===== src/rtl/hazard_controller.sv =====
// hazard_controller: stall / flush / forward control for the 5-stage pipe.
// Ports:
//   clk, reset            clock and synchronous active-high reset
//   id_rs1/2, id_use_rs1/2 Decode source registers and their use flags
//   ex_rd, ex_wre, ex_is_load  Execute destination, write enable, load flag
//   mem_rd, mem_wre       Memory-stage destination and write enable
//   wb_rd, wb_wre         Writeback-stage destination and write enable
//   ex_branch_taken       branch/jump resolved taken in Execute
//   mem_busy              data memory not ready this cycle
//   pc_stall, fd_stall    hold PC / Fetch-Decode register
//   fd_flush, de_flush    nop into Fetch-Decode / Decode-Execute
//   em_stall              hold Execute-Memory, freeze Memory-Writeback input
//   fwd_a, fwd_b          operand source: 00 regfile, 01 WB, 10 MEM
//   stall_count           saturating count of pc_stall cycles
module hazard_controller (
    input  logic        clk,
    input  logic        reset,
    input  logic [3:0]  id_rs1,
    input  logic [3:0]  id_rs2,
    input  logic        id_use_rs1,
    input  logic        id_use_rs2,
    input  logic [3:0]  ex_rd,
    input  logic        ex_wre,
    input  logic        ex_is_load,
    input  logic [3:0]  mem_rd,
    input  logic        mem_wre,
    input  logic [3:0]  wb_rd,
    input  logic        wb_wre,
    input  logic        ex_branch_taken,
    input  logic        mem_busy,
    output logic        pc_stall,
    output logic        fd_stall,
    output logic        fd_flush,
    output logic        de_flush,
    output logic        em_stall,
    output logic [1:0]  fwd_a,
    output logic [1:0]  fwd_b,
    output logic [15:0] stall_count
);

    typedef enum logic [1:0] {
        RUN      = 2'd0,
        MEM_WAIT = 2'd1,
        REDIRECT = 2'd2
    } state_t;

    localparam logic [1:0] FWD_RF  = 2'b00;
    localparam logic [1:0] FWD_WB  = 2'b01;
    localparam logic [1:0] FWD_MEM = 2'b10;

    state_t     state;
    state_t     state_nxt;

    // Source registers of the instruction now in Execute.
    logic [3:0] ex_rs1;
    logic [3:0] ex_rs2;
    logic       ex_use1;
    logic       ex_use2;

    logic       load_use;

    // Mutually exclusive selects, built in priority order.
    logic       sel_rst;
    logic       sel_busy;
    logic       sel_redir;
    logic       sel_branch;
    logic       sel_lu;
    logic       sel_idle;

    assign load_use = ex_is_load & ex_wre &
                      ((id_use_rs1 & (id_rs1 == ex_rd)) |
                       (id_use_rs2 & (id_rs2 == ex_rd)));

    assign sel_rst    = reset;
    assign sel_busy   = !reset & mem_busy;
    // The branch seen in REDIRECT was already flushed; it is ignored.
    assign sel_redir  = !reset & !mem_busy & (state == REDIRECT);
    assign sel_branch = !reset & !mem_busy & (state != REDIRECT) &
                        ex_branch_taken;
    // A MEM_WAIT release cycle raises no stall of its own.
    assign sel_lu     = !reset & !mem_busy & (state == RUN) &
                        !ex_branch_taken & load_use;
    assign sel_idle   = !(sel_rst | sel_busy | sel_redir |
                          sel_branch | sel_lu);

    always_comb begin
        pc_stall  = 1'b0;
        fd_stall  = 1'b0;
        fd_flush  = 1'b0;
        de_flush  = 1'b0;
        em_stall  = 1'b0;
        state_nxt = RUN;
        unique case (1'b1)
            sel_rst: begin
                fd_flush = 1'b1;
                de_flush = 1'b1;
            end
            sel_busy: begin
                pc_stall  = 1'b1;
                fd_stall  = 1'b1;
                em_stall  = 1'b1;
                state_nxt = MEM_WAIT;
            end
            sel_redir: begin
                // Drop the stale word the synchronous ROM still returns.
                fd_flush = 1'b1;
            end
            sel_branch: begin
                fd_flush  = 1'b1;
                de_flush  = 1'b1;
                state_nxt = REDIRECT;
            end
            sel_lu: begin
                pc_stall = 1'b1;
                fd_stall = 1'b1;
                de_flush = 1'b1;
            end
            sel_idle: begin
                state_nxt = RUN;
            end
            default: begin
                state_nxt = RUN;
            end
        endcase
    end

    always_ff @(posedge clk) begin
        if (reset) begin
            state <= RUN;
        end else begin
            state <= state_nxt;
        end
    end

    always_ff @(posedge clk) begin
        if (reset) begin
            ex_rs1  <= 4'd0;
            ex_rs2  <= 4'd0;
            ex_use1 <= 1'b0;
            ex_use2 <= 1'b0;
        end else if (de_flush) begin
            ex_rs1  <= 4'd0;
            ex_rs2  <= 4'd0;
            ex_use1 <= 1'b0;
            ex_use2 <= 1'b0;
        end else if (!em_stall) begin
            ex_rs1  <= id_rs1;
            ex_rs2  <= id_rs2;
            ex_use1 <= id_use_rs1;
            ex_use2 <= id_use_rs2;
        end
    end

    always_ff @(posedge clk) begin
        if (reset) begin
            stall_count <= 16'h0000;
        end else if (pc_stall && stall_count != 16'hFFFF) begin
            stall_count <= stall_count + 16'd1;
        end
    end

    // MEM result is younger than WB data, so it wins a double match.
    always_comb begin
        fwd_a = FWD_RF;
        fwd_b = FWD_RF;
        if (!reset) begin
            if (ex_use1 && mem_wre && mem_rd == ex_rs1) begin
                fwd_a = FWD_MEM;
            end else if (ex_use1 && wb_wre && wb_rd == ex_rs1) begin
                fwd_a = FWD_WB;
            end
            if (ex_use2 && mem_wre && mem_rd == ex_rs2) begin
                fwd_b = FWD_MEM;
            end else if (ex_use2 && wb_wre && wb_rd == ex_rs2) begin
                fwd_b = FWD_WB;
            end
        end
    end

endmodule

===== config.mk =====
export PLATFORM = sky130hd
export DESIGN_NAME = hazard_controller
export DESIGN_NICKNAME = d
export VERILOG_FILES = /design/src/rtl/hazard_controller.sv
export SDC_FILE = /design/constraint.sdc
export NUM_CORES = 1
export LEC_CHECK = 0
export BUFFER_PORTS_ARGS = -buffer_cell sky130_fd_sc_hd__buf_2
export CAP_MARGIN = 20
export CORE_MARGIN = 2
export CORE_UTILIZATION = 44
export DETAILED_ROUTE_END_ITERATION = 7
export PLACE_DENSITY = 0.78
export SETUP_SLACK_MARGIN = 0.15
export SLEW_MARGIN = 20
export SYNTH_ARGS = -nofsm -noshare
export SYNTH_HDL_FRONTEND = slang
export SYNTH_SLANG_ARGS = --single-unit

===== constraint.sdc =====
create_clock -name clk -period 1.8 [get_ports clk]
set_input_delay 0.45 -clock clk [delete_from_list [all_inputs] [get_ports clk]]
set_output_delay 0.45 -clock clk [all_outputs]
set_load 0.05 [all_outputs]

# Yosys cells after proc, flatten, opt, wreduce, memory -nomap -nowiden
# Index checks and enable logic that the tools add are counted.
[totals] regBits=28
[op_classes] add_sub_neg=1 n_eq_ne=9 n_mux=11 n_bitwise=13 n_reduce_logical=17
[ops] op="4-bit equality test" n=6
[ops] op="16-bit by 1-bit adder with 16-bit output, second input constant" n=1
[ops] op="16-bit != test, second input constant" n=1
[ops] op="1-bit bitwise AND" n=12
[ops] op="1-bit logical AND" n=9
[ops] op="2-bit 2-to-1 mux" n=4
[ops] op="1-bit 2-to-1 mux" n=6
[ops] op="3-bit OR reduction" n=2
[ops] op="2-bit case mux with 2 select lines" n=1
[ops] op="2-bit OR reduction" n=2
[ops] op="1-bit logical NOT" n=3
[ops] op="2-bit equality test, second input constant" n=1
[ops] op="2-bit logical NOT" n=1
[ops] op="2-bit != test, second input constant" n=1
[ops] op="1-bit OR" n=1

# Longest topological paths before layout
# Gate-level depths: netlist of run 1.
[depth] ltp_word=8 mapped_depth=7 depth_no_buf=7

# Least setup slack after synthesis of run 1
# Ideal clock, no wire load.
[synth_timing] path_kind="input-to-output" startpoint="in ex_is_load" endpoint="out pc_stall" arrival_time_ns=1.909 t_required_ns=1.350 slack_ns=-0.559 cell_stages=6 path_cell_list="and3b_1 > nand4_1 > o22ai_2 > nor2_1 > clkinv_1 > buf_4"
[synth_between] elab_chain_cells=5
[synth_lines] element="start: declaration" line_no="24" source="input logic ex_is_load,"
[synth_lines] element="1-bit bitwise AND (2 in a row)" line_no="70" source="assign load_use = ex_is_load & ex_wre &"
[synth_lines] element="1-bit bitwise AND" line_no="82" source="!ex_branch_taken & load_use;"
[synth_lines] element="2-bit OR reduction (no source line)"
[synth_lines] element="1-bit 2-to-1 mux"
[synth_lines] element="end: declaration" line_no="31" source="output logic pc_stall,"
# Every way passes these cells.

# Final worst setup path of run 1
[layout_timing] startpoint="reg state[0]" endpoint="out fd_stall"
[layout_between] elab_chain_cells=6
[layout_lines] element="start: declaration" line_no="51" source="state_t state;"
[layout_lines] element="start signal: assignment" line_no="131" source="state <= state_nxt;"
[layout_lines] element="2-bit logical NOT" line_no="81" source="assign sel_lu = !reset & !mem_busy & (state == RUN) &"
[layout_lines] element="1-bit bitwise AND (2 in a row)" line_no="81"
[layout_lines] element="1-bit bitwise AND" line_no="82"
[layout_lines] element="2-bit OR reduction (no source line)"
[layout_lines] element="1-bit 2-to-1 mux" line_no="93" source="unique case (1'b1)"
[layout_lines] element="end: declaration" line_no="32" source="output logic fd_stall,"
# Every way passes these cells.

==> metrics.yaml, run 1 <==
status:
  status: "finished, violations left"
  failed_checks: "negative setup slack"
logic_synthesis:
  yosys.cell_count.top_type: "dfxtp_1"
  synth_area_leader_cell: "dfxtp_1"
  synthTopCellsByCount: "28 x dfxtp_1, 26 x nand2_1, 20 x a21oi_1, 15 x xor2_1, 13 x nor2_1"
  synthFlopType: "dfxtp_1"
  synth_edf_count: 0
  synth_nets: 226
  synth_top_cell_area_share: 0.360
  ys_seq_area_frac: 0.360
  synth_cell_type_count: 35
  async_flop_share: 0
  syn_inst: 195
  ys_top_cells_by_area: "dfxtp_1 36%, xor2_1 8.4%, a21oi_1 6.4%"
  synth_area_per_cell_um2: 7.98
  yosys_warnings: 0
  synth_seq_cells: 28
  synth_area_um2: 1560
clocking:
  cts_buffer_depth: 2
  clk_latency_ns: 0.34
  htreeDepth: 1
  cts_hold_buf: 0
  cts_made_buffers: 3
  path_clk_slew_ns: 0.15
  root_buffer: "clkbuf_4"
  cts.sinks: 28
  cts_tree: "yes"
place:
  port_buffers: 54
  gp_congestion: 0.824
  detailed_place_hpwl_um: 3310
timing:
  finalMaxSlewViolations: 0
  setup_ws_ns: -0.497
  fin_skew_ns: 0.0117
  fmax_ghz: 0.435
  rsz0062_at_grt: "yes"
  setup_tns_ns: -6.57
  finalHoldViolCount: 0
  period_share: 1.28
  tightest_slew_ns: 0.486
  period_needed_ns: 2.30
  setup_viol_count_final: 24
  slew_headroom: 0.676
  hold_ws_ns: 0.395
global_route:
  antenna_found_initial: 0
  track_usage: 0.282
  grt_overflow_total: 0
  grt_pass1_vias: 1940
  grt_first_pass_wirelength_um: 8890
  grt_start_max_net_pins: 17
floorplanning:
  die_w_um: 63.5
  start_util: 0.463
  io_pins: 55
  core_um2: 3360
  die_h_um: 63.5
  num_rows: 21
  dieArea_um2: 4030
cells_and_area:
  drive_gt1_frac: 0.559
  synthToLayoutAreaGrowth_pct: 76.8
  num_antenna_cells: 0
  nets: 338
  n_fill_cell: 213
job:
  maxCapViolCount: 0
setup_path:
  worstPathRequired_ns: 1.35
  critPathKind: "reg -> out"
  worst-path-max-fanout: 3
  critical-path-slowest-cell: "dfxtp_2"
  reg2reg_depth: 9
  arrival_ns: 1.85
  start_kind: "flop"
  r2r-start: "state[0]$_SDFF_PP0_"
  worstReg2RegEnd: "stall_count[11]$_SDFFE_PP0P_"
  rrSetupSlack_ns: -0.36
  cpPeakStageDelay_ns: 0.36
  cp-end-kind: "output port"
  crit_chain: "nor4_4 > nand4_1 > o22ai_2 > buf_4 > nor2_4 > clkinv_4 > buf_8"
pwr:
  ir_worst_vdd_mv: 0.340
  p_per_area_nw_per_um2: 487
  leakage_nw: 1.22
min_path:
  min_path_cells: 2
  min-delay-start: "mem_busy"
  hold_path_end: "state[1]$_SDFF_PP0_"
  hold_path.class: "in -> reg"
routing:
  drc_errors: 0
  postRouteAntennaNets: 0
  routed_wl_um: 6170
  wl_per_cell_um: 17.5
  routed_via_density: 5.63
  drtIter0Drc: 120
  dr_total_vias: 1981
  drtPass1Iterations: 4
layer usage:
metal	vias up	part of all wire	global-route usage
met1	956	0.38	0.320
met2	92	0.55	0.514
met5	-	0	0
met3	13	0.046	0.0393
li1	920	-	-
met4	0	0.020	0.130
power breakdown:
part	switching [W]	total, W	internal [W]
registers	0.0000191	0.000648	0.000629
clock network	0.000201	0.000325	0.000124
logic	0.000188	0.000367	0.000179
cell usage in the layout, fill, tap and decap left out, types with 4 or more instances in the layout:
cell type  instances
nor3_1             5
dfxtp_4           11
buf_8              9
o21ai_0            6
nor2_1             9
xnor2_1           10
nand2_1           26
xor2_1            15
buf_2             44
nand4_1            6
buf_4             48
dfxtp_2            8
a21oi_1           19
or3_1              5
nand3_1            6
nor4_4             5
buf_6             12
clkbuf_4           4
dfxtp_1            9
layout make-up:
| cell class | count | area [um2] | share of cell area |
|---|---|---|---|
| Multi-Input combinational cell | 155 | 1160 | 0.422 |
| Timing Repair Buffer | 114 | 858 | 0.312 |
| Sequential cell | 28 | 612 | 0.222 |
| Tap cell | 46 | 57.6 | 0.0209 |
| Clock buffer | 4 | 36.3 | 0.0132 |
| Inverter | 5 | 26.3 | 0.00955 |
logic make-up (layout without fill, tap and decap cells):
kind of cell	count (synthesis)	in the layout	synth area share
AO/OA/AOI/OAI	38	39	0.151
AND/OR/NAND/NOR	89	89	0.297
multiplexers	1	1	0.00643
adder cells (fa/ha/maj)	1	1	0.00804
flip-flops	28	28	0.360
XOR/XNOR	25	25	0.141
buffers and inverters	13	123	0.0362
critical path, delay by kind of cell, from the launching register on:
family	cells	cell delay [ns]
AND/OR/NAND/NOR	3	0.54
buffers and inverters	3	0.37
flip-flops	1	0.36
AO/OA/AOI/OAI	1	0.25
flip-flops by register name, indices dropped and copies added (netlist names):
signal and flops:
state 2, stall_count 16, ex_rs2 4, ex_rs1 4, ex_use2 1, ex_use1 1
per-stage QoR:
stage                     cell area, um2  cells  setup WS [ns]  total power [W]  utilization
final                               2750    352         -0.497          0.00134        0.818
after global routing                2750    352         -0.550          0.00140        0.818
after CTS                           2550    344         -0.323          0.00129        0.760
after detailed placement            2220    327         -0.317         0.000928        0.661
after global placement              2220    327         -0.306         0.000919        0.661
after floorplan                     1650    195        -0.0924         0.000812            -
worst max path at each step:
stage	from	end	slack, ns	cells past startpoint
after detailed placement	reset	fd_stall	-0.32	8
after floorplan	reset	pc_stall	-0.09	6
after CTS	state[0]$_SDFF_PP0_	de_flush	-0.32	5
after global routing	state[0]$_SDFF_PP0_	pc_stall	-0.55	7
after global placement	reset	fd_stall	-0.31	8
final	state[0]$_SDFF_PP0_	fd_stall	-0.50	7
repair_timing:
action                                  in CTS  in global routing
pin swaps                                   24                 18
gates cloned                                 1                  0
buffers inserted                            12                  8
endpoints found under the hold margin        0                  0
resized for setup                           51                 29
endpoints found under the setup margin      25                 35
No activity file was read; power rests on OpenSTA's default activity.
==> inputs of run 2 (changes only) <==
Settings changed: MAX_ROUTING_LAYER set to met4.
==> run 2 against run 1 <==
Via count grew 1.3%; highest routed layer unchanged; critical endpoint unchanged; largest cell class unchanged; final cell count is the same; wire length shrank 0.50%; clock skew grew 0.00073 ns; register-to-register slack is essentially flat; the run still ends with negative setup slack left; largest power group unchanged.
==> metrics.yaml, run 2 (synthesis results as in run 1) <==
clocking:
  path_clk_slew_ns: 0.15
  root_buffer: "clkbuf_4"
  clk_latency_ns: 0.34
  htreeDepth: 1
  cts_made_buffers: 3
  cts_tree: "yes"
  cts_buffer_depth: 2
  cts.sinks: 28
timing:
  fin_skew_ns: 0.0124
  rsz0062_at_grt: "yes"
  hold_ws_ns: 0.396
  period_share: 1.27
  slew_headroom: 0.665
  fmax_ghz: 0.439
  finalMaxSlewViolations: 0
  period_needed_ns: 2.28
  tightest_slew_ns: 0.502
  setup_viol_count_final: 24
  setup_ws_ns: -0.478
  finalHoldViolCount: 0
routing:
  dr_total_vias: 2006
  drc_errors: 0
  routed_via_density: 5.70
  drtIter0Drc: 106
  postRouteAntennaNets: 0
  drtPass1Iterations: 4
  wl_per_cell_um: 17.4
  routed_wl_um: 6140
global_route:
  grt_pass1_vias: 1938
  grt_overflow_total: 0
  grt_use_met2: 0.516
  grt.busiest_layer: "met2"
  track_usage: 0.288
  use_met3: 0.0357
  grt_first_pass_wirelength_um: 8850
  grt_start_max_net_pins: 17
  use_met1: 0.318
  antenna_found_initial: 0
setup_path:
  r2r-start: "state[0]$_SDFF_PP0_"
  start_kind: "flop"
  startpoint: "state[0]$_SDFF_PP0_"
  arrival_ns: 1.83
  critPathKind: "reg -> out"
  reg2reg_depth: 9
  worst-path-max-fanout: 3
  worstPathRequired_ns: 1.35
  cp-end-kind: "output port"
cells_and_area:
  top_register: "stall_count"
  drive_gt1_frac: 0.559
  n_fill_cell: 213
  largestRegisters: "stall_count (16), ex_rs1 (4), ex_rs2 (4)"
  final_common_cell: "buf_4"
  most-common-layout-cells: "48 x buf_4, 44 x buf_2, 26 x nand2_1"
  synthToLayoutAreaGrowth_pct: 76.8
  num_antenna_cells: 0
  nets: 338
  fin_area_um2: 2750
  largest_reg_flops: 16
place:
  port_buffers: 54
  placedInstanceArea_um2: 2220
  detailed_place_hpwl_um: 3310
  place_ws_ns: -0.317
  gp_congestion: 0.837
floorplanning:
  io_pins: 55
  die_w_um: 63.5
  start_util: 0.463
  num_rows: 21
  core_um2: 3360
  die_h_um: 63.5
  dieArea_um2: 4030
status:
  status: "finished, violations left"
  failed_checks: "negative setup slack"
min_path:
  hold_path.class: "in -> reg"
  min_path_cells: 2
  min-delay-start: "mem_busy"
pwr:
  ir_worst_vdd_mv: 0.342
  p_per_area_nw_per_um2: 487
  leakage_nw: 1.22
job:
  maxCapViolCount: 0
==> run 2: cell counts in the layout (fill, tap and decap cells not counted) <==
Identical to the previous run, type by type.
==> run 2: timing repair <==
| action | in CTS | in global routing |
|---|---|---|
| setup endpoints to repair | 25 | 35 |
| resized for setup | 51 | 29 |
| buffers inserted | 12 | 8 |
| pin swaps | 24 | 18 |
| cloned | 1 | 0 |
| hold buffers | 0 | 0 |
==> run 2: power by group <==
part           internal [W]  switching, W
sequential         0.000629     0.0000191
combinational      0.000179      0.000188
clock              0.000124      0.000202
==> run 2: layout make-up <==
type	instances	area [um2]	area share
Timing Repair Buffer	114	858	0.312
Tap cell	46	57.6	0.0209
Sequential cell	28	612	0.222
Inverter	5	26.3	0.00955
Clock buffer	4	36.3	0.0132
Multi-Input combinational cell	155	1160	0.422
==> run 2: worst max-delay path: stages, from the launching register on <==
cell and delay (ns):
dfxtp_2 0.36, nor4_4 0.30, nand4_1 0.19, o22ai_2 0.24, buf_4 0.17, nor2_4 0.04
clkinv_4 0.06, buf_8 0.14
==> run 2: per-stage QoR <==
stage                     power, W  utilization  instances  TNS [ns]
after floorplan           0.000812            -        195    -0.276
after global placement    0.000919        0.661        327     -4.37
after detailed placement  0.000928        0.661        327     -5.01
after CTS                  0.00129        0.760        344     -2.04
after global routing       0.00140        0.818        352     -8.00
final                      0.00134        0.818        352     -6.24
==> run 2: final timing paths <==
check / to / slack [ns]
max: fd_stall / -0.48
min: state[1]$_SDFF_PP0_ / 0.40
max reg2reg: stall_count[11]$_SDFFE_PP0P_ / -0.35
min reg2reg: ex_rs1[3]$_SDFFE_PP0N_ / 0.49
==> run 2: per-layer routing <==
metal  vias up  part of all wire
met5         -                 0
met4         0             0.035
met3        25             0.056
met2        92              0.54
met1       965              0.37
li1        924                 -
==> inputs of run 3 (changes only) <==
Settings changed: BUFFER_PORTS_ARGS -buffer_cell sky130_fd_sc_hd__buf_2 to -buffer_cell sky130_fd_sc_hd__clkbuf_2, CTS_CLUSTER_DIAMETER set to 120.
==> run 3 against run 2 <==
The run still ends with negative setup slack left; non-clock buffer count grew 8; critical path type unchanged; critical endpoint is now pc_stall; clock skew decreased by 0.011 ns; final area is 4.6% higher.
==> metrics.yaml, run 3 (synthesis results as in run 1) <==
global_route:
  use_met3: 0.0339
  grt_pass1_vias: 2016
  antenna_found_initial: 0
  track_usage: 0.323
  grt_start_max_net_pins: 16
  use_met1: 0.388
  grt_overflow_total: 0
  grt.busiest_layer: "met2"
  grt_use_met2: 0.537
  grt_first_pass_wirelength_um: 9840
pwr:
  leakage_nw: 1.27
  power_w: 0.00129
  p_per_area_nw_per_um2: 447
  ir_worst_vdd_mv: 0.433
setup_path:
  rrSetupSlack_ns: -0.39
  cp_top_family: "simple AND/OR/NAND/NOR gates"
  crit_chain: "nor4_4 > nand4_1 > o22ai_2 > buf_4 > nor2_4 > clkinv_4 > clkbuf_16"
  cp-end-kind: "output port"
  arrival_ns: 1.80
  worstPathRequired_ns: 1.35
  critPathKind: "reg -> out"
  critical-path-slowest-cell: "dfxtp_2"
  start_kind: "flop"
  worst-path-max-fanout: 3
  cpPeakStageDelay_ns: 0.37
  cp_num_buf_inv: 3
cells_and_area:
  multi_input_area_um2: 1180
  largestRegisters: "stall_count (16), ex_rs1 (4), ex_rs2 (4)"
  synthToLayoutAreaGrowth_pct: 85.0
  drive_gt1_frac: 0.580
  num_antenna_cells: 0
  fin_area_um2: 2880
  nets: 346
  most-common-layout-cells: "56 x buf_4, 43 x clkbuf_2, 26 x nand2_1"
  n_fill_cell: 188
  regArea_um2: 612
  top_register: "stall_count"
  final_common_cell: "buf_4"
  largest_reg_flops: 16
floorplanning:
  die_h_um: 63.5
  dieArea_um2: 4030
  num_rows: 21
  core_um2: 3360
  start_util: 0.463
  io_pins: 55
  die_w_um: 63.5
clocking:
  root_buffer: "clkbuf_4"
  path_clk_slew_ns: 0.15
  cts_tree: "yes"
  cts_buffer_depth: 2
  clk_latency_ns: 0.33
  cts_made_buffers: 3
  htreeDepth: 1
  cts.sinks: 28
  cts_hold_buf: 0
timing:
  setup_ws_ns: -0.447
  setup_tns_ns: -6.55
  finalHoldViolCount: 0
  slew_headroom: 0.659
  hold_ws_ns: 0.475
  fmax_ghz: 0.445
  period_needed_ns: 2.25
  finalMaxSlewViolations: 0
  period_share: 1.25
  setup_viol_count_final: 24
  tightest_slew_ns: 0.512
  rsz0062_at_grt: "yes"
  fin_skew_ns: 0.00192
min_path:
  hold_path.class: "in -> reg"
place:
  port_buffers: 54
  gp_congestion: 0.842
  placedInstanceArea_um2: 2320
  detailed_place_hpwl_um: 3530
routing:
  drtPass1Iterations: 6
  postRouteAntennaNets: 0
  drtIter0Drc: 169
  routed_via_density: 5.72
  dr_total_vias: 2059
  wl_per_cell_um: 18.1
  routed_wl_um: 6520
  drc_errors: 0
status:
  status: "finished, violations left"
  failed_checks: "negative setup slack"
job:
  maxCapViolCount: 0
==> run 3: cell types whose count changed in the layout (fill, tap and decap cells not counted), sizes merged <==
cell	change
clkinv	+1
buf	-40
clkbuf	+47
==> run 3: power by group <==
part | leakage (nW) | switching, W | total [W] | internal [W]
logic | 1.01 | 0.000189 | 0.000370 | 0.000181
clock network | 0.0154 | 0.000189 | 0.000270 | 0.0000815
registers | 0.240 | 0.0000193 | 0.000648 | 0.000628
==> run 3: worst register-to-register path, stage by stage, from the launching register on <==
cell and delay [ns]:
dfxtp_2 0.37, nor4_4 0.27, nand4_1 0.17, o22ai_2 0.24, buf_4 0.16, buf_6 0.08, buf_6 0.08, buf_6 0.11
o22ai_4 0.11, or4_4 0.43, a21oi_1 0.13
==> run 3: timing repair <==
| item | 4_1_cts | 5_1_grt |
|---|---|---|
| gates resized for setup | 50 | 25 |
| pin swaps | 20 | 14 |
| setup buffers | 15 | 6 |
| cloned | 1 | 0 |
| setup endpoints to repair | 25 | 26 |
==> run 3: area by class of cell <==
cell class | count | share of cell area
multi-input combinational | 155 | 0.409
timing repair buffer | 122 | 0.341
sequential | 28 | 0.213
tap | 46 | 0.0200
inverter | 5 | 0.00826
clock buffer | 3 | 0.00782
clock inverter | 1 | 0.00130
==> run 3: per-stage QoR <==
stage                util  std cells  worst slack, ns
floorplan               -        195          -0.0924
global placement    0.690        334           -0.321
detailed placement  0.690        334           -0.337
CTS                 0.809        354           -0.324
global route        0.856        360           -0.527
finish              0.856        360           -0.447
==> run 3: layer usage <==
metal  vias to the layer above  wire, um
li1                        940         -
met1                       977      2530
met2                       110      3220
met3                        32       460
met4                         0       317
met5                         -         0
==> run 3: path summary, 6_finish.rpt <==
check,from,to,cells past startpoint
min reg2reg,ex_rs1[2]$_SDFFE_PP0N_,ex_rs1[2]$_SDFFE_PP0N_,2
max reg2reg,state[0]$_SDFF_PP0_,stall_count[5]$_SDFFE_PP0P_,10
min,id_rs1[2],ex_rs1[2]$_SDFFE_PP0N_,4
max,state[0]$_SDFF_PP0_,pc_stall,7
